$ cat src/rtl/atm_pkg.sv
// Shared types and constants for the ATM account server and the ATM front-end FSM.
// Reset ledger contents live here so both sides agree on the boot-time account table.
package atm_pkg;

  localparam int NUM_ACCTS = 5;
  localparam int ID_W      = 3;
  localparam int AMT_W     = 12;
  localparam int BAL_W     = 18;
  localparam int DEP_LIMIT = 2000;
  localparam int MAX_TRIES = 3;
  localparam int IDX_W     = $clog2(NUM_ACCTS);
  localparam int TRY_W     = $clog2(MAX_TRIES + 1);

  typedef enum logic [1:0] {
    OP_BALANCE  = 2'b00,
    OP_DEPOSIT  = 2'b01,
    OP_WITHDRAW = 2'b10,
    OP_AUTH     = 2'b11
  } op_e;

  typedef enum logic [2:0] {
    ST_OK       = 3'd0,
    ST_BAD_CARD = 3'd1,
    ST_BAD_PIN  = 3'd2,
    ST_LOCKED   = 3'd3,
    ST_LIMIT    = 3'd4,
    ST_NO_FUNDS = 3'd5
  } status_e;

  typedef enum logic [1:0] {
    S_IDLE   = 2'd0,
    S_LOOKUP = 2'd1,
    S_EXEC   = 2'd2,
    S_RESP   = 2'd3
  } state_e;

  typedef logic [ID_W-1:0]                  id_t;
  typedef logic [BAL_W-1:0]                 bal_t;
  typedef logic [NUM_ACCTS-1:0][ID_W-1:0]   id_tbl_t;
  typedef logic [NUM_ACCTS-1:0][BAL_W-1:0]  bal_tbl_t;

  // Entry 0 is the rightmost element of each concatenation.
  localparam id_tbl_t  RST_IDS  = {3'd5, 3'd4, 3'd3, 3'd2, 3'd1};
  localparam id_tbl_t  RST_PINS = {3'd5, 3'd4, 3'd3, 3'd2, 3'd1};
  localparam bal_tbl_t RST_BALS = {18'd120000, 18'd140000, 18'd135000, 18'd130000, 18'd125000};

endpackage

$ cat src/rtl/atm_account_server_if.sv
// Request/response channel between the ATM front-end (master) and the account server (slave).
interface atm_account_server_if;
  import atm_pkg::*;

  logic             req_valid;
  logic             req_ready;
  logic [1:0]       req_op;
  id_t              req_card;
  id_t              req_pin;
  logic [AMT_W-1:0] req_amount;
  logic             rsp_valid;
  logic             rsp_ready;
  logic [2:0]       rsp_status;
  bal_t             rsp_balance;

  modport master (
    output req_valid, req_op, req_card, req_pin, req_amount, rsp_ready,
    input  req_ready, rsp_valid, rsp_status, rsp_balance
  );

  modport slave (
    input  req_valid, req_op, req_card, req_pin, req_amount, rsp_ready,
    output req_ready, rsp_valid, rsp_status, rsp_balance
  );

endinterface

$ cat src/rtl/atm_acct_lookup.sv
// Parallel card-ID match against the ledger ID table; lowest matching index wins.
module atm_acct_lookup
  import atm_pkg::*;
(
  input  id_t              card,
  input  id_tbl_t          ids,
  output logic             hit,
  output logic [IDX_W-1:0] idx
);

  // Scan from the top so a lower duplicate overrides a higher one.
  always_comb begin
    hit = 1'b0;
    idx = '0;
    for (int i = NUM_ACCTS - 1; i >= 0; i--) begin
      if (ids[i] == card) begin
        hit = 1'b1;
        idx = IDX_W'(i);
      end
    end
  end

endmodule

$ cat src/rtl/atm_account_server.sv
// Bank-side account server: owns balances, PIN fail counters and lock bits, one request at a time.
// state    | meaning
// S_IDLE   | req_ready high, waiting for a request
// S_LOOKUP | register card match (hit, index)
// S_EXEC   | decide status, commit at most one ledger entry
// S_RESP   | hold response until rsp_ready
module atm_account_server
  import atm_pkg::*;
(
  input logic                 clk,
  input logic                 rst,
  atm_account_server_if.slave bus
);

  state_e                          state_q, state_d;
  op_e                             op_q, op_d;
  id_t                             card_q, card_d;
  id_t                             pin_q, pin_d;
  logic [AMT_W-1:0]                amt_q, amt_d;
  logic                            hit_q, hit_d;
  logic [IDX_W-1:0]                idx_q, idx_d;
  bal_tbl_t                        bal_q, bal_d;
  logic [NUM_ACCTS-1:0][TRY_W-1:0] tries_q, tries_d;
  logic [NUM_ACCTS-1:0]            lock_q, lock_d;
  logic                            req_ready_q, req_ready_d;
  logic                            rsp_valid_q, rsp_valid_d;
  status_e                         rsp_status_q, rsp_status_d;
  bal_t                            rsp_balance_q, rsp_balance_d;

  id_tbl_t          id_tbl;
  id_tbl_t          pin_tbl;
  logic             lu_hit;
  logic [IDX_W-1:0] lu_idx;
  bal_t             cur_bal;
  bal_t             amt_ext;
  logic [BAL_W:0]   dep_sum;
  logic [TRY_W-1:0] tries_inc;

  assign id_tbl  = RST_IDS;
  assign pin_tbl = RST_PINS;

  atm_acct_lookup u_lookup (
    .card (card_q),
    .ids  (id_tbl),
    .hit  (lu_hit),
    .idx  (lu_idx)
  );

  assign cur_bal   = bal_q[idx_q];
  assign amt_ext   = BAL_W'(amt_q);
  assign dep_sum   = {1'b0, cur_bal} + {1'b0, amt_ext};
  assign tries_inc = tries_q[idx_q] + TRY_W'(1);

  always_comb begin
    state_d       = state_q;
    op_d          = op_q;
    card_d        = card_q;
    pin_d         = pin_q;
    amt_d         = amt_q;
    hit_d         = hit_q;
    idx_d         = idx_q;
    bal_d         = bal_q;
    tries_d       = tries_q;
    lock_d        = lock_q;
    rsp_valid_d   = rsp_valid_q;
    rsp_status_d  = rsp_status_q;
    rsp_balance_d = rsp_balance_q;
    case (state_q)
      S_IDLE: begin
        if (bus.req_valid && req_ready_q) begin
          op_d    = op_e'(bus.req_op);
          card_d  = bus.req_card;
          pin_d   = bus.req_pin;
          amt_d   = bus.req_amount;
          state_d = S_LOOKUP;
        end
      end
      S_LOOKUP: begin
        hit_d   = lu_hit;
        idx_d   = lu_idx;
        state_d = S_EXEC;
      end
      S_EXEC: begin
        state_d       = S_RESP;
        rsp_valid_d   = 1'b1;
        rsp_balance_d = '0;
        if (!hit_q) begin
          rsp_status_d = ST_BAD_CARD;
        end else if (lock_q[idx_q]) begin
          rsp_status_d = ST_LOCKED;
        end else if (pin_q != pin_tbl[idx_q]) begin
          // The response that trips the lock still reports BAD_PIN.
          rsp_status_d   = ST_BAD_PIN;
          tries_d[idx_q] = tries_inc;
          if (tries_inc == TRY_W'(MAX_TRIES)) lock_d[idx_q] = 1'b1;
        end else begin
          tries_d[idx_q] = '0;
          rsp_status_d   = ST_OK;
          rsp_balance_d  = cur_bal;
          case (op_q)
            OP_DEPOSIT: begin
              if (amt_q > AMT_W'(DEP_LIMIT) || dep_sum[BAL_W]) begin
                rsp_status_d = ST_LIMIT;
              end else begin
                bal_d[idx_q]  = dep_sum[BAL_W-1:0];
                rsp_balance_d = dep_sum[BAL_W-1:0];
              end
            end
            OP_WITHDRAW: begin
              if (amt_ext > cur_bal) begin
                rsp_status_d = ST_NO_FUNDS;
              end else begin
                bal_d[idx_q]  = cur_bal - amt_ext;
                rsp_balance_d = cur_bal - amt_ext;
              end
            end
            default: ;
          endcase
        end
      end
      S_RESP: begin
        if (bus.rsp_ready) begin
          rsp_valid_d = 1'b0;
          state_d     = S_IDLE;
        end
      end
      default: state_d = S_IDLE;
    endcase
    req_ready_d = (state_d == S_IDLE);
  end

  always_ff @(posedge clk or negedge rst) begin
    if (!rst) begin
      state_q       <= S_IDLE;
      op_q          <= OP_BALANCE;
      card_q        <= '0;
      pin_q         <= '0;
      amt_q         <= '0;
      hit_q         <= 1'b0;
      idx_q         <= '0;
      bal_q         <= RST_BALS;
      tries_q       <= '0;
      lock_q        <= '0;
      req_ready_q   <= 1'b0;
      rsp_valid_q   <= 1'b0;
      rsp_status_q  <= ST_OK;
      rsp_balance_q <= '0;
    end else begin
      state_q       <= state_d;
      op_q          <= op_d;
      card_q        <= card_d;
      pin_q         <= pin_d;
      amt_q         <= amt_d;
      hit_q         <= hit_d;
      idx_q         <= idx_d;
      bal_q         <= bal_d;
      tries_q       <= tries_d;
      lock_q        <= lock_d;
      req_ready_q   <= req_ready_d;
      rsp_valid_q   <= rsp_valid_d;
      rsp_status_q  <= rsp_status_d;
      rsp_balance_q <= rsp_balance_d;
    end
  end

  assign bus.req_ready   = req_ready_q;
  assign bus.rsp_valid   = rsp_valid_q;
  assign bus.rsp_status  = rsp_status_q;
  assign bus.rsp_balance = rsp_balance_q;

endmodule

$ cat src/flat_wrapper.sv
// flat-port wrapper written by rule: the top's interface ports become plain ports
module atm_account_server_flat import atm_pkg::*;
  (clk, rst, bus_req_valid, bus_req_op, bus_req_card, bus_req_pin, bus_req_amount, bus_rsp_ready, bus_req_ready, bus_rsp_valid, bus_rsp_status, bus_rsp_balance);
  atm_account_server_if bus_i ();
  input logic clk;
  input logic rst;
  input wire logic [$bits(bus_i.req_valid)-1:0] bus_req_valid;
  input wire logic [$bits(bus_i.req_op)-1:0] bus_req_op;
  input wire logic [$bits(bus_i.req_card)-1:0] bus_req_card;
  input wire logic [$bits(bus_i.req_pin)-1:0] bus_req_pin;
  input wire logic [$bits(bus_i.req_amount)-1:0] bus_req_amount;
  input wire logic [$bits(bus_i.rsp_ready)-1:0] bus_rsp_ready;
  output wire logic [$bits(bus_i.req_ready)-1:0] bus_req_ready;
  output wire logic [$bits(bus_i.rsp_valid)-1:0] bus_rsp_valid;
  output wire logic [$bits(bus_i.rsp_status)-1:0] bus_rsp_status;
  output wire logic [$bits(bus_i.rsp_balance)-1:0] bus_rsp_balance;
  assign bus_i.req_valid = bus_req_valid;
  assign bus_i.req_op = bus_req_op;
  assign bus_i.req_card = bus_req_card;
  assign bus_i.req_pin = bus_req_pin;
  assign bus_i.req_amount = bus_req_amount;
  assign bus_i.rsp_ready = bus_rsp_ready;
  assign bus_req_ready = bus_i.req_ready;
  assign bus_rsp_valid = bus_i.rsp_valid;
  assign bus_rsp_status = bus_i.rsp_status;
  assign bus_rsp_balance = bus_i.rsp_balance;
  atm_account_server u_core (.clk(clk), .rst(rst), .bus(bus_i));
endmodule
$ cat config.mk
export PLATFORM = sky130hd
export DESIGN_NAME = atm_account_server_flat
export DESIGN_NICKNAME = d
export VERILOG_FILES = /design/src/rtl/atm_pkg.sv /design/src/rtl/atm_account_server_if.sv /design/src/rtl/atm_acct_lookup.sv /design/src/rtl/atm_account_server.sv /design/src/flat_wrapper.sv
export SDC_FILE = /design/constraint.sdc
export NUM_CORES = 1
export LEC_CHECK = 0
export CORE_MARGIN = 8
export CORE_UTILIZATION = 50
export CTS_CLUSTER_SIZE = 12
export DETAILED_ROUTE_END_ITERATION = 6
export GPL_TIMING_DRIVEN = 0
export PLACE_DENSITY = 0.75
export SLEW_MARGIN = 20
export SYNTH_ARGS = -nofsm -noshare
export SYNTH_HDL_FRONTEND = slang
export SYNTH_SLANG_ARGS = --single-unit
export TNS_END_PERCENT = 20
$ cat constraint.sdc
create_clock -name clk -period 5 [get_ports clk]
set_clock_uncertainty 0.2 [all_clocks]
set_input_delay 1.25 -clock clk [delete_from_list [all_inputs] [get_ports clk]]
set_output_delay 1.25 -clock clk [all_outputs]
set_load 0.1 [all_outputs]
==> flow_summary_export.csv <==
group,metric,value,unit
floorplanning,initial_core_util,51.15,%
timing,worst_slack,0.1633,ns
finish,drive_gt1_share,26.83,%
grt,grt_usage,23.03,%
min_path,hold_path_class,"reg -> reg",
worst_setup_path,required,5.12,ns
finish,nFillCells,1485,
finish,regArea,3902,sq um
synth,ys_seq_area_share,42.33,%
job,drv_cap,0,
worst_setup_path,start_kind,"flip-flop",
finish,area_growth,18.69,%
synth,synth_fp_nets,914,
worst_setup_path,path_buf_inv,6,
grt,grt-ovfl-total,0,
placed_design,io_buffer_count,46,
floorplanning,die_y,151.8,um
cts,root_buffer,"clkbuf_16",
min_path,hold_path_end,"u_core.lock_q[0]$_DFFE_PN0P_",
synth,synth_cells,859,
floorplanning,core_area,18020,sq um
cts,path_clk_slew,0.07,ns
grt,antenna_found_initial,0,
finish,finish.utilization,60.70,%
timing,fmax,0.2068,GHz
cts,cts.sinks,154,
min_path,hold_depth,1,
synth,syn_avg_cell_area,10.73,sq um
placed_design,hpwl,18320,um
worst_setup_path,crit_fanout,10,
grt,grt_pass1_wl,40370,um
timing,worst_pin_slew,1.158,ns
grt,grt_max_degree,85,
finish,n_antenna_cell,0,
worst_setup_path,timing.rr.end,"u_core.bal_q[7]$_DFFE_PN0P_",
route,detail_route.first_pass.iterations,5,
timing,finalMaxSlewViolations,0,
cts,cts_tree,"done",
worst_setup_path,cpPeakStageDelay,0.49,ns
timing,min_period_over_period,96.73,%
worst_setup_path,crit_path_end_kind,"flip-flop",
floorplanning,io_pins,47,
placed_design,dpl_worst_slack,-1.405,ns
placed_design,placedCellCount,1135,
cts,cts_max_level,4,
route,via_count,7135,
worst_setup_path,reg2reg_depth,18,
grt,gr-usage-met1,30.58,%
worst_setup_path,worstPathArrival,4.96,ns
timing,period_needed,4.837,ns
synth,synth-main-ff-cell,"dfrtp_1",
finish,multi_input_area,5122,sq um
worst_setup_path,cp_slowest_cell,"or3_2",
pwr,powerDensity,662.9,nW/um^2
grt,met3_usage,4.841,%
floorplanning,fp-row-count,49,
route,drt-vias-per-instance,6.088,
grt,use_met2,35.71,%
worst_setup_path,path_delay_family,"compound AO/OA/AOI/OAI gates",
grt,grt_pass1_vias,7215,
floorplanning,die_width,151.8,um
finish,final_common_cell,"dfrtp_1",
worst_setup_path,crit_type,"reg -> reg",
finish,instances_no_fill,1172,
route,drtIter0Drc,656,
pwr,p_leak,4.833,nW
cts,cts_buffers,17,
timing,finalSetupTns,0,ns
cts,clock_latency,0.44,ns
timing,timing.slew.headroom,22.17,%
outcome,status,"completed",
worst_setup_path,ff2ff_setup_slack,0.16,ns
synth,async_reset_ff_share,100.0,%
synth,netlist_area,9219,sq um
route,drc,0,
worst_setup_path,cp_cell_sequence,"buf_2 -> nand2b_1 -> buf_2 -> clkbuf_2 -> o21ai_0 -> a221oi_2 -> inv_1 -> ha_1 -> fa_2 -> nand2b_1 -> o2bb2ai_4 -> o31ai_4 -> a211oi_4 -> o41ai_4 -> buf_6 -> or3_2 -> buf_6 -> mux2_1",
synth,yosysWarnings,0,
synth,synth_cell_types,81,
min_path,min_from,"u_core.lock_q[0]$_DFFE_PN0P_",
cts,cts_buffer_depth,2,
route,ant_nets,0,
worst_setup_path,reg2reg_from,"u_core.idx_q[2]$_DFFE_PN0P_",
synth,synth-edff-count,0,
synth,ys_ff_latch,154,
finish,fin_nets,985,
route,drt-total-wl,25670,um
route,wl_per_cell,21.90,um
timing,setup_violations,0,
floorplanning,die_area,23040,sq um
finish,final_cell_mix,"115 x dfrtp_1, 68 x nand2_1, 60 x nor2_1, 57 x o21ai_0, 48 x mux2_4",
placed_design,gp_congestion,0.9570,
timing,holdWs,0.2563,ns
pwr,vdd.ir_drop.worst,399.5,uV
grt,grt.busiest_layer,"met2",
timing,finalHoldViolations,0,
area by class of cell:
| cell class | count | area share [%] |
|---|---|---|
| sequential | 154 | 35.67 |
| multi-input combinational | 618 | 46.82 |
| tap | 229 | 2.619 |
| clock buffer | 18 | 4.014 |
| inverter | 37 | 1.269 |
| clock inverter | 14 | 1.567 |
| buffer | 45 | 2.859 |
| timing repair buffer | 57 | 5.192 |
metrics by stage:
step	cell area [sq um]	power (mW)
after detailed placement	10000	5.475
after floorplan	9220	4.457
after global placement	9967	5.417
after CTS	10830	7.057
after global routing	10940	7.651
final	10940	7.254
state kept, by name (all words and copies together) (netlist names), 3 cells and up:
| name | flops |
|---|---|
| u_core.lock_q | 5 |
| u_core.idx_q | 3 |
| u_core.amt_q | 12 |
| u_core.tries_q | 10 |
| u_core.bus.rsp_balance | 18 |
| u_core.card_q | 3 |
| u_core.pin_q | 3 |
| u_core.bal_q | 90 |
| u_core.bus.rsp_status | 3 |
cells by family after synthesis:
kind of cell	after synthesis	synth area share (%)
fa+ha+maj	31	4.370
flops	154	42.33
buf+inv	87	4.642
xor+xnor	33	3.135
compound gates	210	15.96
mux	132	18.25
simple gates	212	11.31
worst max path at each step:
stage                           startpoint  slack, ns                                     end  cells after the start
2_1_floorplan  u_core.idx_q[1]$_DFFE_PN0P_       0.04            u_core.bal_q[10]$_DFFE_PN0P_                     19
5_1_grt        u_core.idx_q[0]$_DFFE_PN0P_     -0.008  u_core.bus.rsp_balance[17]$_DFFE_PN0P_                     14
6_report       u_core.idx_q[2]$_DFFE_PN0P_       0.16             u_core.bal_q[7]$_DFFE_PN0P_                     18
4_1_cts        u_core.idx_q[1]$_DFFE_PN0P_     0.0001             u_core.bal_q[7]$_DFFE_PN0P_                     19
3_3_place_gp                           rst      -3.69            u_core.bal_q[48]$_DFFE_PN0P_                      1
3_5_place_dp   u_core.idx_q[0]$_DFFE_PN0P_      -1.41            u_core.bal_q[89]$_DFFE_PN0P_                     16
what timing repair did:
| item | in CTS | in global routing |
|---|---|---|
| endpoints found under the hold margin | 0 | 0 |
| resized for setup | 35 | 14 |
| setup endpoints to repair | 110 | 98 |
| pin swaps | 4 | 4 |
| buffers inserted | 5 | 5 |
| gates cloned | 0 | 0 |
| hold buffers | 0 | 0 |
synthesized netlist by cell type, types with 4 or more instances:
cell	number	share of area, %
and3b_1	4	0.38
nand2_1	68	2.8
nand2b_1	13	0.88
nor2_1	61	2.5
ha_1	29	3.9
a22oi_1	7	0.57
o22a_1	4	0.38
a221oi_1	4	0.38
o21ai_0	57	3.1
mux2i_1	23	2.5
nand3_1	8	0.43
o221ai_1	4	0.38
a21o_1	9	0.73
o211ai_1	6	0.49
clkbuf_1	26	1.1
or2_2	4	0.27
nand4_1	4	0.27
nor3_1	13	0.71
xor2_1	6	0.57
mux2_2	46	5.6
or3_1	5	0.34
mux2_4	48	7.8
buf_2	6	0.33
a221o_1	8	0.87
o31ai_1	8	0.65
dfstp_2	39	11
buf_4	5	0.41
mux2_1	11	1.3
xnor2_1	27	2.6
dfrtp_1	115	31
mux4_2	4	0.98
inv_1	36	1.5
nor2b_1	6	0.41
a211oi_1	7	0.57
buf_6	10	1.2
a21oi_1	37	2.0
and3_1	4	0.27
nor4_1	4	0.27
nor3_2	5	0.54
o22ai_1	10	0.68
a22o_1	4	0.38
worst reg2reg max path: stages (launching register included):
cell and delay [ns]:
dfrtp_1 0.33, buf_2 0.20, nand2b_1 0.12, buf_2 0.24, clkbuf_2 0.34, o21ai_0 0.18, a221oi_2 0.28, inv_1 0.08
ha_1 0.25, fa_2 0.41, nand2b_1 0.15, o2bb2ai_4 0.18, o31ai_4 0.13, a211oi_4 0.35, o41ai_4 0.13, buf_6 0.17
or3_2 0.49, buf_6 0.18, mux2_1 0.32
where the power goes:
part	switching, mW	internal (mW)
combinational	2.59	1.46
clock	0.595	0.772
sequential	0.214	1.62
per-layer routing:
layer	vias up	routed length [um]
met1	3541	11140
met3	65	1776
met2	270	11840
met5	-	0
li1	3259	-
met4	0	908
Note: power is estimated with default switching activity, not from simulation.
